`src/rtl/eth_pkg.sv`:
```
// Shared Ethernet constants: channel indices, GMII defaults, arbiter FSM encodings.
package eth_pkg;

  // Fixed channel assignment on the transmit arbiter
  localparam int unsigned CH_ARP  = 0;
  localparam int unsigned CH_UDP  = 1;
  localparam int unsigned CH_ICMP = 2;

  // GMII defaults
  localparam int unsigned GMII_DW     = 8;
  localparam int unsigned IFG_DEFAULT = 12;

  // Transmit arbiter FSM encodings (kept as plain constants for legacy users)
  localparam logic [1:0] ST_IDLE     = 2'd0;
  localparam logic [1:0] ST_WAIT_SOF = 2'd1;
  localparam logic [1:0] ST_XMIT     = 2'd2;
  localparam logic [1:0] ST_IFG      = 2'd3;

  // Index arithmetic modulo n, used for round-robin scanning
  function automatic int unsigned wrap_add(int unsigned a, int unsigned b, int unsigned n);
    return (a + b) % n;
  endfunction

endpackage

```
`src/rtl/eth_rr_pick.sv`:
```
// Combinational winner selection: fixed-priority channel first, then
// round-robin among the others starting at ptr.
module eth_rr_pick
  import eth_pkg::*;
#(
  parameter int unsigned CH_NUM  = 3,
  parameter int unsigned PRIO_CH = CH_ARP,
  parameter int unsigned PW      = $clog2(CH_NUM)
) (
  input  logic [CH_NUM-1:0] req,
  input  logic [PW-1:0]     ptr,
  output logic [CH_NUM-1:0] win,
  output logic              valid
);

  // One-hot winner: priority channel overrides, else first requester upward from ptr
  always_comb begin
    logic [PW-1:0] j;
    win   = '0;
    j     = '0;
    valid = |req;
    if (req[PRIO_CH]) begin
      win[PRIO_CH] = 1'b1;
    end else begin
      for (int unsigned i = 0; i < CH_NUM; i++) begin
        j = PW'(wrap_add(32'(ptr), i, CH_NUM));
        if ((win == '0) && (j != PW'(PRIO_CH)) && req[j]) begin
          win[j] = 1'b1;
        end
      end
    end
  end

endmodule

```
`src/rtl/eth_tx_arb.sv`:
```
// GMII transmit arbiter: frame-atomic merge of CH_NUM sources onto one
// GMII port with priority/round-robin selection, start timeout and IFG.
module eth_tx_arb
  import eth_pkg::*;
#(
  parameter int unsigned CH_NUM     = 3,
  parameter int unsigned DW         = GMII_DW,
  parameter int unsigned PRIO_CH    = CH_ARP,
  parameter int unsigned IFG_CYCLES = IFG_DEFAULT,
  parameter int unsigned START_TO   = 1024
) (
  input  logic                 clk,
  input  logic                 rst,
  input  logic [CH_NUM-1:0]    ch_req,
  output logic [CH_NUM-1:0]    ch_gnt,
  input  logic [CH_NUM-1:0]    ch_tx_en,
  input  logic [CH_NUM*DW-1:0] ch_txd,
  output logic                 gmii_tx_en,
  output logic [DW-1:0]        gmii_txd,
  output logic                 busy,
  output logic                 to_err
);

  localparam int unsigned PW = $clog2(CH_NUM);
  localparam int unsigned TW = (START_TO > 1) ? $clog2(START_TO) : 1;
  localparam int unsigned IW = $clog2(IFG_CYCLES + 1);

  logic [1:0]        state;
  logic [PW-1:0]     rr_ptr;
  logic [PW-1:0]     gnt_idx;
  logic [TW-1:0]     to_cnt;
  logic [IW-1:0]     ifg_cnt;
  logic [CH_NUM-1:0] pick_win;
  logic              pick_valid;
  logic [PW-1:0]     pick_idx;
  logic [PW-1:0]     next_ptr;
  logic              sel_tx_en;
  logic              sel_req;
  logic [DW-1:0]     sel_txd;

  eth_rr_pick #(
    .CH_NUM (CH_NUM),
    .PRIO_CH(PRIO_CH),
    .PW     (PW)
  ) u_pick (
    .req  (ch_req),
    .ptr  (rr_ptr),
    .win  (pick_win),
    .valid(pick_valid)
  );

  // Encode the picker's one-hot winner into an index
  always_comb begin
    pick_idx = '0;
    for (int unsigned i = 0; i < CH_NUM; i++) begin
      if (pick_win[i]) pick_idx = PW'(i);
    end
  end

  // Lanes of the granted channel; all other channels are ignored
  always_comb begin
    sel_tx_en = 1'b0;
    sel_req   = 1'b0;
    sel_txd   = '0;
    for (int unsigned i = 0; i < CH_NUM; i++) begin
      if (gnt_idx == PW'(i)) begin
        sel_tx_en = ch_tx_en[i];
        sel_req   = ch_req[i];
        sel_txd   = ch_txd[i*DW +: DW];
      end
    end
  end

  assign next_ptr = PW'(wrap_add(32'(gnt_idx), 1, CH_NUM));
  assign busy     = (state != ST_IDLE);

  // Arbitration FSM with start-timeout and inter-frame-gap counters
  always_ff @(posedge clk or posedge rst) begin
    if (rst) begin
      state   <= ST_IDLE;
      ch_gnt  <= '0;
      gnt_idx <= '0;
      rr_ptr  <= '0;
      to_cnt  <= '0;
      ifg_cnt <= '0;
      to_err  <= 1'b0;
    end else begin
      to_err <= 1'b0;
      case (state)
        ST_IDLE: begin
          if (pick_valid) begin
            ch_gnt  <= pick_win;
            gnt_idx <= pick_idx;
            to_cnt  <= '0;
            state   <= ST_WAIT_SOF;
          end
        end
        ST_WAIT_SOF: begin
          if (sel_tx_en) begin
            state <= ST_XMIT;
          end else if (!sel_req) begin
            ch_gnt <= '0;
            state  <= ST_IDLE;
          end else if (to_cnt == TW'(START_TO - 1)) begin
            ch_gnt <= '0;
            to_err <= 1'b1;
            state  <= ST_IDLE;
          end else if (to_cnt != '1) begin
            to_cnt <= to_cnt + 1'b1;
          end
        end
        ST_XMIT: begin
          if (!sel_tx_en) begin
            ch_gnt  <= '0;
            ifg_cnt <= IW'(IFG_CYCLES);
            state   <= ST_IFG;
            if (gnt_idx != PW'(PRIO_CH)) rr_ptr <= next_ptr;
          end
        end
        ST_IFG: begin
          // ifg_cnt counts down so the last gap cycle hands over to IDLE
          if (ifg_cnt <= IW'(1)) begin
            ifg_cnt <= '0;
            state   <= ST_IDLE;
          end else begin
            ifg_cnt <= ifg_cnt - 1'b1;
          end
        end
        default: state <= ST_IDLE;
      endcase
    end
  end

  // Registered GMII mux; idle outputs are forced to zero
  always_ff @(posedge clk or posedge rst) begin
    if (rst) begin
      gmii_tx_en <= 1'b0;
      gmii_txd   <= '0;
    end else if ((ch_gnt != '0) && (state != ST_IFG)) begin
      gmii_tx_en <= sel_tx_en;
      gmii_txd   <= sel_tx_en ? sel_txd : '0;
    end else begin
      gmii_tx_en <= 1'b0;
      gmii_txd   <= '0;
    end
  end

endmodule

```
`config.mk`:
```
export PLATFORM = sky130hd
export DESIGN_NAME = eth_tx_arb
export DESIGN_NICKNAME = d
export VERILOG_FILES = /design/src/rtl/eth_pkg.sv /design/src/rtl/eth_rr_pick.sv /design/src/rtl/eth_tx_arb.sv
export SDC_FILE = /design/constraint.sdc
export NUM_CORES = 1
export LEC_CHECK = 0
export ABC_AREA = 1
export CORE_ASPECT_RATIO = 0.5
export CORE_MARGIN = 2
export CORE_UTILIZATION = 55
export CTS_BUF_LIST = sky130_fd_sc_hd__clkbuf_4 sky130_fd_sc_hd__clkbuf_8 sky130_fd_sc_hd__clkbuf_16
export CTS_CLUSTER_DIAMETER = 120
export DETAILED_ROUTE_END_ITERATION = 10
export PLACE_DENSITY = 0.88
export SLEW_MARGIN = 40
export SYNTH_ARGS = -nofsm -noshare
export SYNTH_HDL_FRONTEND = slang
export SYNTH_SLANG_ARGS = --single-unit
export TNS_END_PERCENT = 100
```
`constraint.sdc`:
```
create_clock -name clk -period 4.8 [get_ports clk]
set_clock_uncertainty 0.2 [all_clocks]
set_input_delay 0.96 -clock clk [delete_from_list [all_inputs] [get_ports clk]]
set_output_delay 0.96 -clock clk [all_outputs]
set_load 0.01 [all_outputs]
```
==> results.cfg <==
[timing]
finalCritPeriodShare_pct = 61.76
setup_viol = 0
fin_ws_ns = 1.836
rsz0062_at_grt = no
maxSlewHeadroom_pct = 62.48
final-hold-violation-count = 0
fin_tns_setup_ns = 0
period_needed_ns = 2.964
report.final.slew_viol_count = 0
whs_ns = 0.3282
worstMarginPinSlew_ns = 0.5629
max_freq_mhz = 337.4

[global_routing]
grt_overflow = 0
grt_pass1_wl_um = 9273
antenna_found_initial = 0
grt_max_degree = 34
track_usage_pct = 26.46
grt_pass1_vias = 2105

[yosys]
netlist_area_mm2 = 0.002168
avgSynthCellArea_um2 = 7.943
yosys.cell_types.count = 33
synth_edf_count = 0
synth-xor-area-share_pct = 2.020
yosysWarnings = 0
ys_ff_latch = 33
ys.flop_type = dfrtp_1
async_flop_share_pct = 100.0
synth_compound_area_share_pct = 14.37
syn_inst = 273
synth_top_family_by_area = simple AND/OR/NAND/NOR gates
yosys.area.top_type = dfrtp_1
yosys.area_share.adder_pct = 8.656
synth_common_cells = 46 x nand2_1, 40 x inv_1, 33 x dfrtp_1
synth_simple_gate_area_share_pct = 26.37
ys_seq_area_share_pct = 38.08
synth_top_area_share_pct = 38.08
synth_most_common_cell = nand2_1
netlist_top_cells_area = dfrtp_1 38%, ha_1 8.7%, nand2_1 8.0%
synth_nets = 320
synthMuxAreaShare_pct = 0.4616

[pwr]
ir_worst_vdd_mv = 0.3282
p_leak_nw = 1.279
power.density_mw_per_mm2 = 558.1
total_power_mw = 1.540

[place]
place_ws_ns = 2.021
hpwl_um = 3868
dp.cells = 368
place_congestion = 0.8237
port_buffers = 45

[critical_path]
rrSetupSlack_ns = 2.34
critical_path_arrival_ns = 1.80
crit_type = reg -> out
crit_family = buffers and inverters
worstPathRequired_ns = 3.64
cp_max_fo = 6
crit_top_cell = inv_1
crit_path_top_delay_cell = clkdlybuf4s50_1
path_cells = inv_1, ha_1, inv_1, clkdlybuf4s50_1
r2r_start = gnt_idx[0]$_DFFE_PP0P_
endpoint_kind = output port
critPathMaxStageDelay_ns = 0.56
r2r-end = ch_gnt[0]$_DFFE_PP0P_
worst_setup_path_start_kind = flop
cp_num_buf_inv = 3
worst_r2r_path_depth = 11

[floorplanning]
core_mm2 = 0.003844
ioPinCount = 46
fp.dieH_um = 48.40
start_util_pct = 56.41
placementRows = 16
dieWidth_um = 92.80
design.die.area_mm2 = 0.004491

[drt]
firstDrtPassIters = 8
remaining_drc_errors = 0
ant_nets = 0
vias = 2054
vias_per_cell = 5.463
routed_wl_um = 5529
drt_iter0_drc = 128
routedWlPerCell_um = 14.70

[cells_and_area]
num-fill-cells = 290
area_growth_pct = 27.29
multi_input_area_mm2 = 0.001125
insertedDiodeCount = 0
final_layout_size_suffix_gt1_share_pct = 9.317
fin_cells = 376
ff_latch_area_um2 = 825.8
nets = 368

[cts]
clock-sinks = 33
postCtsSetupRepairBufs = 0
cts_tree = built
cts_resized = 0
clk_latency_ns = 0.29
root_buffer = clkbuf_8
hold_buffers = 0
max-clock-path-buffers = 2
clk_pin_slew_worst_paths_ns = 0.07
h-tree-depth = 2
numCtsBuffers = 5

[min_path]
hold_path_end = ch_gnt[1]$_DFFE_PP0P_
worstHoldPathCells = 2
hp-class = reg -> reg
min_from = ch_gnt[1]$_DFFE_PP0P_

[flow_run]
maxCapViolCount = 0

[outcome]
outcome = completed
-- layout by cell type, fill, tap and decap left out, drive strengths merged --
| master | instances |
|---|---|
| clkbuf | 7 |
| nand3b | 3 |
| nor2 | 26 |
| buf | 1 |
| clkdlybuf4s50 | 45 |
| dfrtp | 33 |
| inv | 43 |
| o21a | 1 |
| xor2 | 5 |
| a31oi | 3 |
| a221oi | 8 |
| nand2 | 54 |
| o21ai | 30 |
| nor3 | 7 |
| or2 | 3 |
| a21oi | 10 |
| bufinv | 1 |
| nor4 | 2 |
| nand4 | 5 |
| mux2i | 1 |
| ha | 15 |
| nand3 | 19 |
-- report_power, final --
part           total, mW  leakage (nW)  internal [mW]  switching (mW)
clock              0.281        0.0619          0.175           0.106
combinational      0.850         0.781          0.314           0.536
sequential         0.409         0.436          0.352          0.0573
total               1.54          1.28          0.841           0.699
-- layout make-up --
| class | instances | area share, % |
|---|---|---|
| inverter | 43 | 5.938 |
| multi-input combinational | 192 | 40.75 |
| clock buffer | 7 | 3.264 |
| timing repair buffer | 46 | 16.59 |
| clock inverter | 1 | 1.088 |
| tap | 54 | 2.448 |
| sequential | 33 | 29.92 |
-- sequential cells by signal, summed over array words and instances, names as in the netlist, named ones only --
name        flops
state           1
gmii_txd        8
ifg_cnt         4
gmii_tx_en      1
rr_ptr          2
to_err          1
to_cnt         10
gnt_idx         2
ch_gnt          3
-- cell families (layout without fill, tap and decap cells) --
| group | after synthesis | after routing |
|---|---|---|
| buf+inv | 48 | 97 |
| simple gates | 119 | 119 |
| mux | 1 | 1 |
| fa+ha+maj | 15 | 15 |
| compound gates | 52 | 52 |
| flops | 33 | 33 |
| xor+xnor | 5 | 5 |
-- metal layers --
metal | GRT usage (%) | vias up | part of all wire, %
met5 | 0 | - | 0
met4 | 10.54 | 0 | 1.9
met3 | 5.919 | 10 | 5.2
met2 | 48.07 | 70 | 52
met1 | 30.55 | 979 | 41
li1 | - | 995 | -
-- worst max path at each step --
stage                         start                     to  slack, ns  cells after the start
2_1_floorplan           ch_tx_en[2]  to_cnt[6]$_DFFE_PP0P_       2.66                      9
3_3_place_gp              ch_req[1]  to_cnt[8]$_DFFE_PP0P_       2.11                     11
3_5_place_dp              ch_req[1]  to_cnt[4]$_DFFE_PP0P_       2.02                     11
4_1_cts        state[0]$_DFFE_PP0P_                   busy       1.84                      4
5_1_grt        state[0]$_DFFE_PP0P_                   busy       1.73                      4
6_report       state[0]$_DFFE_PP0P_                   busy       1.84                      4
-- worst register-to-register path, cell delays in order (launching register included) --
cell,delay [ns]
dfrtp_1,0.41
inv_1,0.09
ha_1,0.42
inv_2,0.20
or2_1,0.32
nand2_4,0.13
inv_2,0.05
nand2_2,0.08
nand2_1,0.06
nor2_1,0.12
nand3_1,0.14
o21ai_0,0.17
-- stage by stage --
step           area (um^2)  utilization (%)
4_1_cts               2760            71.81
3_5_place_dp          2640            68.68
2_1_floorplan         2168                -
5_1_grt               2760            71.81
3_3_place_gp          2640            68.68
6_report              2760            71.81
Note: power is estimated with default switching activity, not from simulation.
